**config.mk**
```make
export PLATFORM = sky130hd
export DESIGN_NAME = imply_stack
export DESIGN_NICKNAME = d
export VERILOG_FILES = /design/src/rtl/sat_pkg.sv /design/src/rtl/imply_stack.sv
export SDC_FILE = /design/constraint.sdc
export NUM_CORES = 1
export LEC_CHECK = 0
export ABC_CLOCK_PERIOD_IN_PS = 5000
export CAP_MARGIN = 20
export CELL_PAD_IN_SITES_DETAIL_PLACEMENT = 1
export CELL_PAD_IN_SITES_GLOBAL_PLACEMENT = 2
export CORE_MARGIN = 5
export CORE_UTILIZATION = 45
export CTS_CLUSTER_DIAMETER = 120
export CTS_CLUSTER_SIZE = 12
export DETAILED_ROUTE_END_ITERATION = 8
export PLACE_DENSITY = 0.87
export SYNTH_ARGS = -nofsm -noshare
export SYNTH_HDL_FRONTEND = slang
export SYNTH_SLANG_ARGS = --single-unit
```
**constraint.sdc**
```tcl
create_clock -name clock -period 5 [get_ports clock]
set_input_delay 1.5 -clock clock [delete_from_list [all_inputs] [get_ports clock]]
set_output_delay 1.5 -clock clock [all_outputs]
set_load 0.01 [all_outputs]
```
**src/rtl/sat_pkg.sv**
```systemverilog
// Shared SAT-solver types: implication entry layout, stack depth and the
// per-cycle operation decode used by imply_stack.
`ifndef MAX_VARS_BITS
`define MAX_VARS_BITS 8
`endif

package sat_pkg;

  localparam int unsigned IMPLY_STACK_DEPTH = 64;

  typedef struct packed {
    logic [`MAX_VARS_BITS-1:0] var_idx;
    logic                      val;
  } imply_entry_t;

  // One resolved stack action per cycle.
  typedef enum logic [2:0] {
    IMPLY_OP_HOLD,
    IMPLY_OP_FLUSH,
    IMPLY_OP_PUSH,
    IMPLY_OP_DROP,
    IMPLY_OP_POP,
    IMPLY_OP_REPLACE
  } imply_op_t;

  // Flush dominates; push+pop on a non-empty stack rewrites the top in
  // place; push+pop on an empty stack degenerates to a plain push.
  function automatic imply_op_t imply_decode(input logic flush,
                                             input logic push,
                                             input logic pop,
                                             input logic empty,
                                             input logic full);
    imply_op_t op;
    op = IMPLY_OP_HOLD;
    if (flush)
      op = IMPLY_OP_FLUSH;
    else if (push && pop && !empty)
      op = IMPLY_OP_REPLACE;
    else if (push)
      op = full ? IMPLY_OP_DROP : IMPLY_OP_PUSH;
    else if (pop && !empty)
      op = IMPLY_OP_POP;
    return op;
  endfunction

endpackage

```
**src/rtl/imply_stack.sv**
```systemverilog
// LIFO of implied (var_idx, val) assignments between the conflict detector
// and the solver. Optional high-water-mark output: define IMPLY_STACK_HWM_EN.
module imply_stack
  import sat_pkg::*;
#(
  parameter int unsigned DEPTH = IMPLY_STACK_DEPTH,
  parameter int unsigned VAR_W = `MAX_VARS_BITS
) (
  input  logic                   clock,
  input  logic                   reset,
  input  logic                   push_en,
  input  logic [VAR_W-1:0]       push_var_idx,
  input  logic                   push_val,
  input  logic                   pop_en,
  input  logic                   flush,
  output logic                   top_valid,
  output logic [VAR_W-1:0]       top_var_idx,
  output logic                   top_val,
  output logic                   empty,
  output logic                   full,
  output logic [$clog2(DEPTH):0] count,
  output logic                   overflow
`ifdef IMPLY_STACK_HWM_EN
  ,
  output logic [$clog2(DEPTH):0] hwm
`endif
);

  localparam int unsigned PTR_W = $clog2(DEPTH);
  localparam int unsigned SP_W  = PTR_W + 1;

  imply_entry_t            mem [DEPTH];
  imply_entry_t            push_entry;
  imply_entry_t            top_entry;
  imply_op_t               op;
  logic [SP_W-1:0]         sp;
  logic [SP_W-1:0]         sp_nxt;
  logic                    ovf_nxt;
  logic                    wr_en;
  logic [PTR_W-1:0]        wr_addr;
  logic [PTR_W-1:0]        top_addr;

  assign empty    = (sp == '0);
  assign full     = (sp == SP_W'(DEPTH));
  assign count    = sp;
  // When full, sp's low bits wrap to 0 so top_addr lands on DEPTH-1.
  assign top_addr = sp[PTR_W-1:0] - PTR_W'(1);

  assign push_entry = '{var_idx: push_var_idx, val: push_val};

  // Resolve this cycle's action into next pointer/flag and a write strobe.
  always_comb begin
    op      = imply_decode(flush, push_en, pop_en, empty, full);
    sp_nxt  = sp;
    ovf_nxt = overflow;
    wr_en   = 1'b0;
    wr_addr = sp[PTR_W-1:0];
    case (op)
      IMPLY_OP_FLUSH: begin
        sp_nxt  = '0;
        ovf_nxt = 1'b0;
      end
      IMPLY_OP_PUSH: begin
        wr_en   = 1'b1;
        wr_addr = sp[PTR_W-1:0];
        sp_nxt  = sp + SP_W'(1);
      end
      IMPLY_OP_DROP: begin
        ovf_nxt = 1'b1;
      end
      IMPLY_OP_POP: begin
        sp_nxt  = sp - SP_W'(1);
      end
      IMPLY_OP_REPLACE: begin
        wr_en   = 1'b1;
        wr_addr = top_addr;
      end
      default: ;
    endcase
  end

  // Stack pointer, sticky overflow and (optionally) high-water mark.
  always_ff @(posedge clock or negedge reset) begin
    if (!reset) begin
      sp       <= '0;
      overflow <= 1'b0;
`ifdef IMPLY_STACK_HWM_EN
      hwm      <= '0;
`endif
    end else begin
      sp       <= sp_nxt;
      overflow <= ovf_nxt;
`ifdef IMPLY_STACK_HWM_EN
      if (sp_nxt > hwm)
        hwm <= sp_nxt;
`endif
    end
  end

  // Entry storage; contents are deliberately left unreset.
  always_ff @(posedge clock) begin
    if (wr_en && reset)
      mem[wr_addr] <= push_entry;
  end

  // Present the newest entry, zeroed while the stack is empty.
  always_comb begin
    top_entry   = empty ? '0 : mem[top_addr];
    top_valid   = !empty;
    top_var_idx = top_entry.var_idx;
    top_val     = top_entry.val;
  end

endmodule

```
==> results.md, run 1 <==
- Outcome: completed
- Worst Path Max Fanout: 14
- Worst VDD drop: 387 uV
- Final Util: 53.2%
- Max_slew headroom: 50.9%
- Crit path cell chain: clkinvlp_4 -> ha_4 -> buf_12 -> bufbuf_16 -> mux4_2 -> mux2i_1 -> o22ai_1 -> a311oi_2 -> nor2_1 -> dlygate4sd2_1
- Port Buf Inserts: 33
- Clk slew on worst S/H paths: 0.06 ns
- GRT overflow: 0
- Largest net degree at the start of global routing: 65
- Final WS setup: ~0.02 ns
- Setup crit end kind: output port
- Worst path slowest cell: dfrtp_4
- Remaining antenna violation count: 0
- Startpoint Class: register
- Layout cells sized above 1: 32.0%
- Inserted Clock Buffers: 54
- Num rows: 83
- Worst slew pin tran: 0.736 ns
- GRT Total Usage: 20.8%
- Reg power frac: 32.4%
- First-pass GRT wire length: 86500 um
- CTS HTree Levels: 2
- Most used DFF post-synth: edfxtp_1
- Latest clock arrival within the worst-skew pair: around 0.63 ns
- Post-synth EDFFs: 576
- Max Slew Vio Count: 0
- Avg Synthesized Cell Area: 21.0 sq um
- GRT met1 Usage: between 20% and 30%
- DRC violations left: 0
- Initial antenna violation count: 1
- Max Clk Rate: 0.201 GHz
- CP Capture Point: top_var_idx[4]
- Most used routing layer: met2
- Cell family with the largest share of critical-path delay: buffers and inverters
- Leakage: 8.65 nW
- Crit Path Class: reg2out
- Post-Syn Instances: 1104
- Sequential area share after synthesis: between 70% and 80%
- Hpwl dp: 35000 um
- Setup TNS: 0 ns
- Via count: between 10k and 15k
- Syn nets: 1125
- Netlist cell types: 54
- Dpl cell area: 0.0249 sq mm
- Initial DRT Pass Iterations: 6
- Start of the worst register-to-register path: count[0]
- Total chip power: between 15 and 20 mW
- Synthesized cell area: between 0.02 and 0.025 sq mm
- CTS tree: done
- WL/cell: between 20 and 30 um
- Crit path from: count[0]
- Worst Skew: 0.0364 ns
- Pint: ~11 mW
- CTS Sinks: 584
- Vias/cell: approximately 6.0
- Routability Congestion: about 0.8
- Die Wd: 237 um
- Ys async rst share: 1.37%
- Commonest cells after routing, fill and taps aside: 576 x edfxtp_1, 162 x mux4_2, 96 x buf_4
- Initial core utilization: 45.3%
- Required @ worst endpoint: 3.50 ns
- Clk pwr share: 22.2%
- Comb power frac: between 40% and 50%
- Synth Register Bits: 584
- Clock Path Buffers: 3
- First DRT Iteration DRCs: 1259
- Part of the cycle the worst path needs: 99.6%
- Min-Delay Path Class: reg2reg
- Total Wirelength: 58800 um
- Met3 usage: 5.30%
- Power per cell area: 620 mW/mm^2
- Worst R2R End: mem[12][7]
- R2r setup slk: approximately 1.3 ns
- Number of hold buffers added after cts: 0
- Crit path DAT: 3.48 ns
- Final instance area: 0.0273 sq mm
- I/O pin count: 34
- Die Area: 0.0561 sq mm
- R2R cell count: 11
- Commonest non-fill, non-tap cell in the layout: edfxtp_1
- Bufs and invs on worst path: 4
- Root buffer cell: clkbuf_16
- Setup violations, final: 0
- WP depth: 10
- Final Hold Viols: 0
- Switching power: 5.93 mW
- Post-layout min period: 4.98 ns
- GRT met2 Usage: roughly 33%
- Placeable Area: 0.0512 sq mm
- Chip height: 237 um
- Place WS: 0.168 ns
- Area Overhead vs Synth: 17.6%
- Worst path max stage delay: 0.45 ns
- Vias in the first global route: ~13k
- YS warnings: 0
- Net Sw Frac: 35.1%
- Max-cap violations: 0
- Final #Nets: 1284
cell families (layout without fill, tap and decap cells):
group,count (synthesis),in the layout,synth area share (%)
AOI/OAI and AO/OA,61,61,2.00
xor gates and xnor gates,16,16,0.637
adders and majority gates,7,7,0.410
buffers and inverters,62,241,1.26
DFF,584,584,75.5
muxes,181,181,16.6
other,0,1,0
and+or+nand+nor,193,193,3.64
sequential cells by signal, indices dropped and copies added, names as in the netlist:
register	cells
count	7
mem	576
overflow	1
per-layer routing:
metal,wire length [um],part of all wire (%)
met1,23200,39
met2,28900,49
met3,4610,7.8
met4,2160,3.7
met5,13,0.022
how the worst min path moves through the flow:
stage	startpoint	to	slack, ns	cells after the start
after floorplan	overflow	overflow	0.53	2
after global placement	overflow	overflow	0.50	2
after detailed placement	overflow	overflow	0.51	2
after CTS	overflow	overflow	0.52	2
after global routing	overflow	overflow	0.56	2
final	overflow	overflow	0.51	2
synth_stat cells, drive strengths merged, types with 6 or more instances:
library cell	n	area, sq um
edfxtp	576	17300
mux4	162	3650
nor2	87	327
nand2	63	236
buf	28	164
clkbuf	26	97.6
nand3	20	100
mux2i	19	190
o22ai	19	119
xnor2	11	96.3
a311oi	9	78.8
dfrtp	8	200
inv	8	30.0
o21ai	8	43.8
ha	6	75.1
what timing repair did:
action	CTS	global route
gates resized for setup	64	19
setup buffers	6	6
endpoints found under the setup margin	9	9
pin swaps	8	7
cloned	7	1
through the flow:
step                hold slack [ns]  instances
floorplan                     0.529       1104
global placement              0.496       1863
detailed placement            0.507       1863
CTS                           0.521       1952
global route                  0.562       1963
finish                        0.510       1964
tightest hold or removal path, cell delays in order, from the launching register on:
cell	delay, ns
dfrtp_1	0.35
a31oi_1	0.04
nor2_1	0.07
power by group through the flow:
stage          Sequential (mW)  Combinational (mW)  Clock [mW]
3_5_place_dp              5.58                6.32           0
4_1_cts                   5.48                7.35        3.81
3_3_place_gp              5.57                6.23           0
6_report                  5.48                7.68        3.76
2_1_floorplan             5.56                3.92           0
5_1_grt                   5.48                7.97        4.06
cell type report:
type,count,area [sq um]
antenna,1,2.50
clock buffer,73,1440
clock inverter,3,80.1
fill,4455,23900
inverter,8,33.8
multi-input combinational,458,5720
sequential,584,17500
tap,680,851
timing repair buffer,157,1630
Power figures use the tool's default switching activity.
==> run 2: changes to the inputs <==
- ABC_CLOCK_PERIOD_IN_PS: 5000 -> 4300
- SLEW_MARGIN: unset -> 5
- clock period: 5 -> 4.3 ns (I/O delays scaled with it)
==> run 2 against run 1 <==
The flow now finishes with violations (negative setup slack). Setup slack lost 0.32 ns. Count of clock-buffer cells in the layout grew 3. Sequential cell count is the same. Global-route usage grew 2.0 points. Clock power grew 18%. First-iteration DRC count grew 18%. Largest power group unchanged. Highest routed layer is now met4.
==> results.md, run 2 (same netlist as run 1, synthesis figures left out) <==
- Switching power: 8.18 mW
- Clk slew on worst S/H paths: 0.07 ns
- CTS HTree Levels: 2
- RSZ-0062 raised after global routing: true
- Final Hold Viols: 0
- Worst slew pin tran: 1.13 ns
- Largest net degree at the start of global routing: 65
- Worst Skew: 0.0337 ns
- WP depth: 13
- CTS tree: done
- Clk pwr share: approximately 20%
- Max-cap violations: 0
- Crit path DAT: 3.31 ns
- Final #Nets: about 1.4k
- Remaining antenna violation count: 0
- Min-Delay Path Class: reg2reg
- Most frequent CP cell: buf_6
- Outcome: finished with violations
- CTS Sinks: ~600
- Vias in the first global route: around 14k
- Setup violations, final: 9
- Initial DRT Pass Iterations: 7
- Worst VDD drop: 416 uV
- Worst R2R End: mem[24][3]
- Net Sw Frac: 36.0%
- Latest clock arrival within the worst-skew pair: 0.63 ns
- Port Buf Inserts: 33
- Pint: roughly 15 mW
- Area Overhead vs Synth: 23.5%
- R2R cell count: 12
- Post-layout min period: 4.60 ns
- Cell family with the largest share of critical-path delay: buffers and inverters
- Die Wd: about 240 um
- Die Area: 0.0561 sq mm
- CP Capture Point: top_var_idx[0]
- Inserted Clock Buffers: 54
- Comb power frac: between 50% and 60%
- Number of hold buffers added after cts: 0
- Max Clk Rate: 0.217 GHz
- Routability Congestion: 0.794
- Required @ worst endpoint: 3.01 ns
- R2r setup slk: 0.49 ns
- Chip height: 237 um
- Post-Layout Cell Count: 2072
- Via count: 12.7k
- Initial core utilization: 45.3%
- Clock Path Buffers: 3
- I/O pin count: 34
- Power per cell area: just under 800 mW/mm^2
- First-pass GRT wire length: 94400 um
- Worst path slowest cell: dfrtp_4
- Setup crit end kind: output port
- GRT Total Usage: 22.8%
- Max Slew Vio Count: 0
- Crit Path Class: reg2out
- Leakage: between 9 and 10 nW
- Final WS setup: -0.298 ns
- Max_slew headroom: 24.4%
- Placed insts: 1933
- First DRT Iteration DRCs: 1489
- Worst Path Max Fanout: 8
- Hold Path Stages: 2
- Vias/cell: between 6 and 7
- Bufs and invs on worst path: 7
- Place WS: -0.185 ns
- Part of the cycle the worst path needs: 107%
- Max FFs per register: 576
- Reg power frac: 28.0%
- Placeable Area: 0.0512 sq mm
- DRC violations left: 0
- Commonest non-fill, non-tap cell in the layout: edfxtp_1
- WL/cell: 32.2 um
- Num rows: 83
- Reg with most FFs: mem
- Total Wirelength: roughly 67000 um
- Commonest cells after routing, fill and taps aside: 576 x edfxtp_1, 162 x mux4_2, 156 x buf_4
- Initial antenna violation count: 2
- Start of the worst register-to-register path: count[0]
- Worst path max stage delay: 0.53 ns
- Root buffer cell: clkbuf_16
- Crit path cell chain: buf_6 -> nor3_4 -> buf_6 -> xor2_4 -> buf_12 -> buf_12 -> buf_8 -> mux2i_4 -> o22ai_4 -> a311oi_4 -> buf_6 -> nor2_4 -> buf_6
- GRT overflow: 0
- Layout cells sized above 1: 39.7%
- Startpoint Class: register
- Hpwl dp: between 30000 and 40000 um
- Crit path from: count[0]
- Failing checks: negative setup slack
==> run 2: worst min-delay path: cells and delay by family, from the launching register on <==
family | cells | cell delay [ns]
simple gates | 1 | 0.07
compound gates | 1 | 0.05
flops | 1 | 0.35
==> run 2: repair_timing <==
action / 4_1_cts / 5_1_grt
buffers inserted: 31 / 16
gates resized for setup: 138 / 66
gates cloned: 7 / 4
endpoints found under the setup margin: 10 / 12
pin swaps: 29 / 26
==> run 2: final cells by class <==
| cell class | count | area (sq um) |
|---|---|---|
| repair buffers | 260 | 2710 |
| clock inverters | 4 | 88.8 |
| inverters | 8 | 32.5 |
| fillers | 4386 | 22600 |
| well taps | 680 | 851 |
| clock buffers | 76 | 1430 |
| multi-input cells | 458 | 6010 |
| diodes | 2 | 5.00 |
| flip-flops and latches | 584 | 17500 |
==> run 2: power groups by stage <==
| stage | clock network (mW) | logic (mW) | registers [mW] |
|---|---|---|---|
| after global routing | 4.78 | 12.3 | 6.37 |
| after detailed placement | 0 | 8.28 | 6.48 |
| after CTS | 4.45 | 10.4 | 6.36 |
| after floorplan | 0 | 4.61 | 6.47 |
| final | 4.42 | 11.9 | 6.37 |
| after global placement | 0 | 8.04 | 6.47 |
==> run 2: worst min path at each step <==
stage                         from        to  slack, ns
final                     overflow  overflow       0.51
after global routing      overflow  overflow       0.55
after CTS                 overflow  overflow       0.52
after detailed placement  overflow  overflow       0.51
after global placement    overflow  overflow       0.49
after floorplan           overflow  overflow       0.53
==> run 2: through the flow <==
step           power, mW  utilization (%)  hold WS [ns]  instance area (sq um)  setup TNS, ns
2_1_floorplan       11.1                -         0.529                  23200              0
3_3_place_gp        14.5             49.9         0.491                  25500         -0.358
3_5_place_dp        14.8             49.9         0.506                  25600          -1.07
4_1_cts             21.2             54.8         0.522                  28000          -1.63
5_1_grt             23.4             55.9         0.552                  28600          -2.46
6_report            22.7             55.9         0.510                  28600          -2.05
==> run 2: per-layer routing <==
metal  global-route usage [%]  part of all wire [%]  vias to the layer above
met5                        0                     0                        -
met4                     9.15                   4.0                        0
met3                     4.72                   8.2                      135
met2                     37.3                    50                      733
met1                     30.2                    38                     6727
li1                         -                     -                     5075
==> run 3: changes to the inputs <==
- ABC_CLOCK_PERIOD_IN_PS: 4300 -> 4000
- clock period: 4.3 -> 4 ns (I/O delays scaled with it)
==> run 3 against run 2 <==
The flow still finishes with violations (negative setup slack). Wire length shrank 2.3%. Count of clock-buffer cells in the layout up 1. Sequential power grew 7.4%. Combinational power hardly changed. Global-route usage shrank 0.18 points.
==> results.md, run 3 (same netlist as run 1, synthesis figures left out) <==
- Outcome: finished with violations
- Failing checks: negative setup slack
- First DRT Iteration DRCs: 1545
- Vias in the first global route: 13.4k
- Initial antenna violation count: 0
- Number of hold buffers added after cts: 0
- Largest net degree at the start of global routing: 65
- Placeable Area: 0.0512 sq mm
- WP depth: 10
- Reg with most FFs: mem
- Worst VDD drop: 473 uV
- Bufs and invs on worst path: 5
- Via count: 12.6k
- Leakage: 9.18 nW
- Final #Nets: 1378
- Chip height: around 240 um
- Part of the cycle the worst path needs: 111%
- Worst slew pin tran: 0.978 ns
- Layout cells sized above 1: 39.1%
- Metal2 WL: 32500 um
- Commonest cells after routing, fill and taps aside: 576 x edfxtp_1, 162 x mux4_2, 155 x buf_4
- Setup crit end kind: output port
- Crit path from: count[0]
- Area Overhead vs Synth: 22.3%
- GRT overflow: 0
- Final Util: 55.4%
- Setup violations, final: 9
- Final WS setup: -0.441 ns
- Max Slew Vio Count: 0
- Total Wirelength: 65100 um
- Latest clock arrival within the worst-skew pair: 0.60 ns
- WL met1: 24400 um
- Port Buf Inserts: 33
- Most frequent CP cell: mux4_2
- Vias/cell: a little over 6
- Start of the worst register-to-register path: count[0]
- Diode count: 0
- Max Clk Rate: around 0.23 GHz
- CTS tree: done
- R2r setup slk: 0.29 ns
- Top layer in use: met4
- Die Area: ~0.056 sq mm
- Crit path DAT: 3.24 ns
- First-pass GRT wire length: 93700 um
- Worst Skew: between 0.02 and 0.03 ns
- Commonest non-fill, non-tap cell in the layout: edfxtp_1
- Post-layout min period: ~4.4 ns
- Crit Path Class: reg2out
- Inserted Clock Buffers: 54
- Die Wd: 237 um
- R2R cell count: 17
- Remaining antenna violation count: 0
- Startpoint Class: register
- Hold Path Stages: 2
- DRC violations left: 0
- CTS HTree Levels: 2
- Required @ worst endpoint: approximately 2.8 ns
- Worst path slowest cell: mux4_2
- Worst Path Max Fanout: 7
- CP Capture Point: top_var_idx[7]
- Hpwl dp: 38700 um
- Place WS: -0.451 ns
- Met3 routed WL: roughly 5500 um
- Worst R2R End: count[6]
- Crit path cell chain: inv_4 -> ha_4 -> buf_12 -> buf_16 -> buf_6 -> mux4_2 -> mux4_2 -> o22ai_2 -> nor2_1 -> buf_2
- Routability Congestion: around 0.93
- WL/cell: around 32 um
- CTS Sinks: 584
- Initial DRT Pass Iterations: 5
- Cell family with the largest share of critical-path delay: multiplexers
- Power per cell area: between 800 and 900 mW/mm^2
- Max_slew headroom: 34.8%
- Initial core utilization: 45.3%
- Num rows: 83
- RSZ-0062 raised after global routing: true
- Min-Delay Path Class: reg2reg
- Clock Path Buffers: 3
- Setup TNS: -3.26 ns
- Final Hold Viols: 0
- Worst path max stage delay: about 0.55 ns
- Max-cap violations: 0
- Max FFs per register: 576
- Clk slew on worst S/H paths: 0.06 ns
- GRT Total Usage: 22.6%
- Root buffer cell: clkbuf_16
- I/O pin count: 34
## run 3: power breakdown
| group | internal [mW] | switching [mW] |
|---|---|---|
| Sequential | 6.79 | 0.0537 |
| Combinational | 5.77 | 6.07 |
| Clock | 2.57 | 2.16 |
| Total | 15.1 | 8.28 |
## run 3: worst min-delay path by stage
stage / start / to / slack [ns]
3_5_place_dp: overflow / overflow / 0.53
3_3_place_gp: overflow / overflow / 0.49
6_report: overflow / overflow / 0.53
2_1_floorplan: overflow / overflow / 0.53
5_1_grt: overflow / overflow / 0.58
4_1_cts: overflow / overflow / 0.54
## run 3: what timing repair did
action / CTS / global route
pin swaps: 26 / 25
hold endpoints to repair: 0 / 0
gates resized for setup: 136 / 53
cloned: 5 / 4
endpoints found under the setup margin: 12 / 11
buffers inserted: 28 / 16
## run 3: per-layer routing
layer / vias to the layer above / GRT usage, %
li1: 5047 / -
met1: 6663 / 30.3
met2: 721 / 37.4
met3: 140 / 3.75
met4: 0 / 9.18
met5: - / 0
## run 3: worst reg2reg max path, stage by stage (launching register included)
cell	delay, ns
dfrtp_4	0.51
inv_4	0.09
ha_4	0.14
buf_6	0.09
or3b_4	0.39
nor3_4	0.34
buf_4	0.18
buf_4	0.10
buf_4	0.11
or4_4	0.13
inv_2	0.04
ha_1	0.27
nor2b_1	0.13
o21ai_0	0.23
a21oi_1	0.12
or3_1	0.41
a31o_1	0.25
o21ai_2	0.11
## run 3: stage by stage
stage               power [mW]  cells  area [sq um]  hold WS, ns
detailed placement        16.0   1939         25600        0.526
floorplan                 12.0   1104         23300        0.529
finish                    23.4   2061         28400        0.526
CTS                       22.7   2048         28100        0.540
global placement          15.8   1939         25600        0.490
global route              24.2   2061         28400        0.575
## run 3: final cells by class
cell class	instances	area, sq um
timing repair buffer	251	2520
fill	4420	22800
multi-input combinational	458	5930
sequential	584	17500
inverter	8	32.5
clock inverter	3	62.6
clock buffer	77	1460
tap	680	851
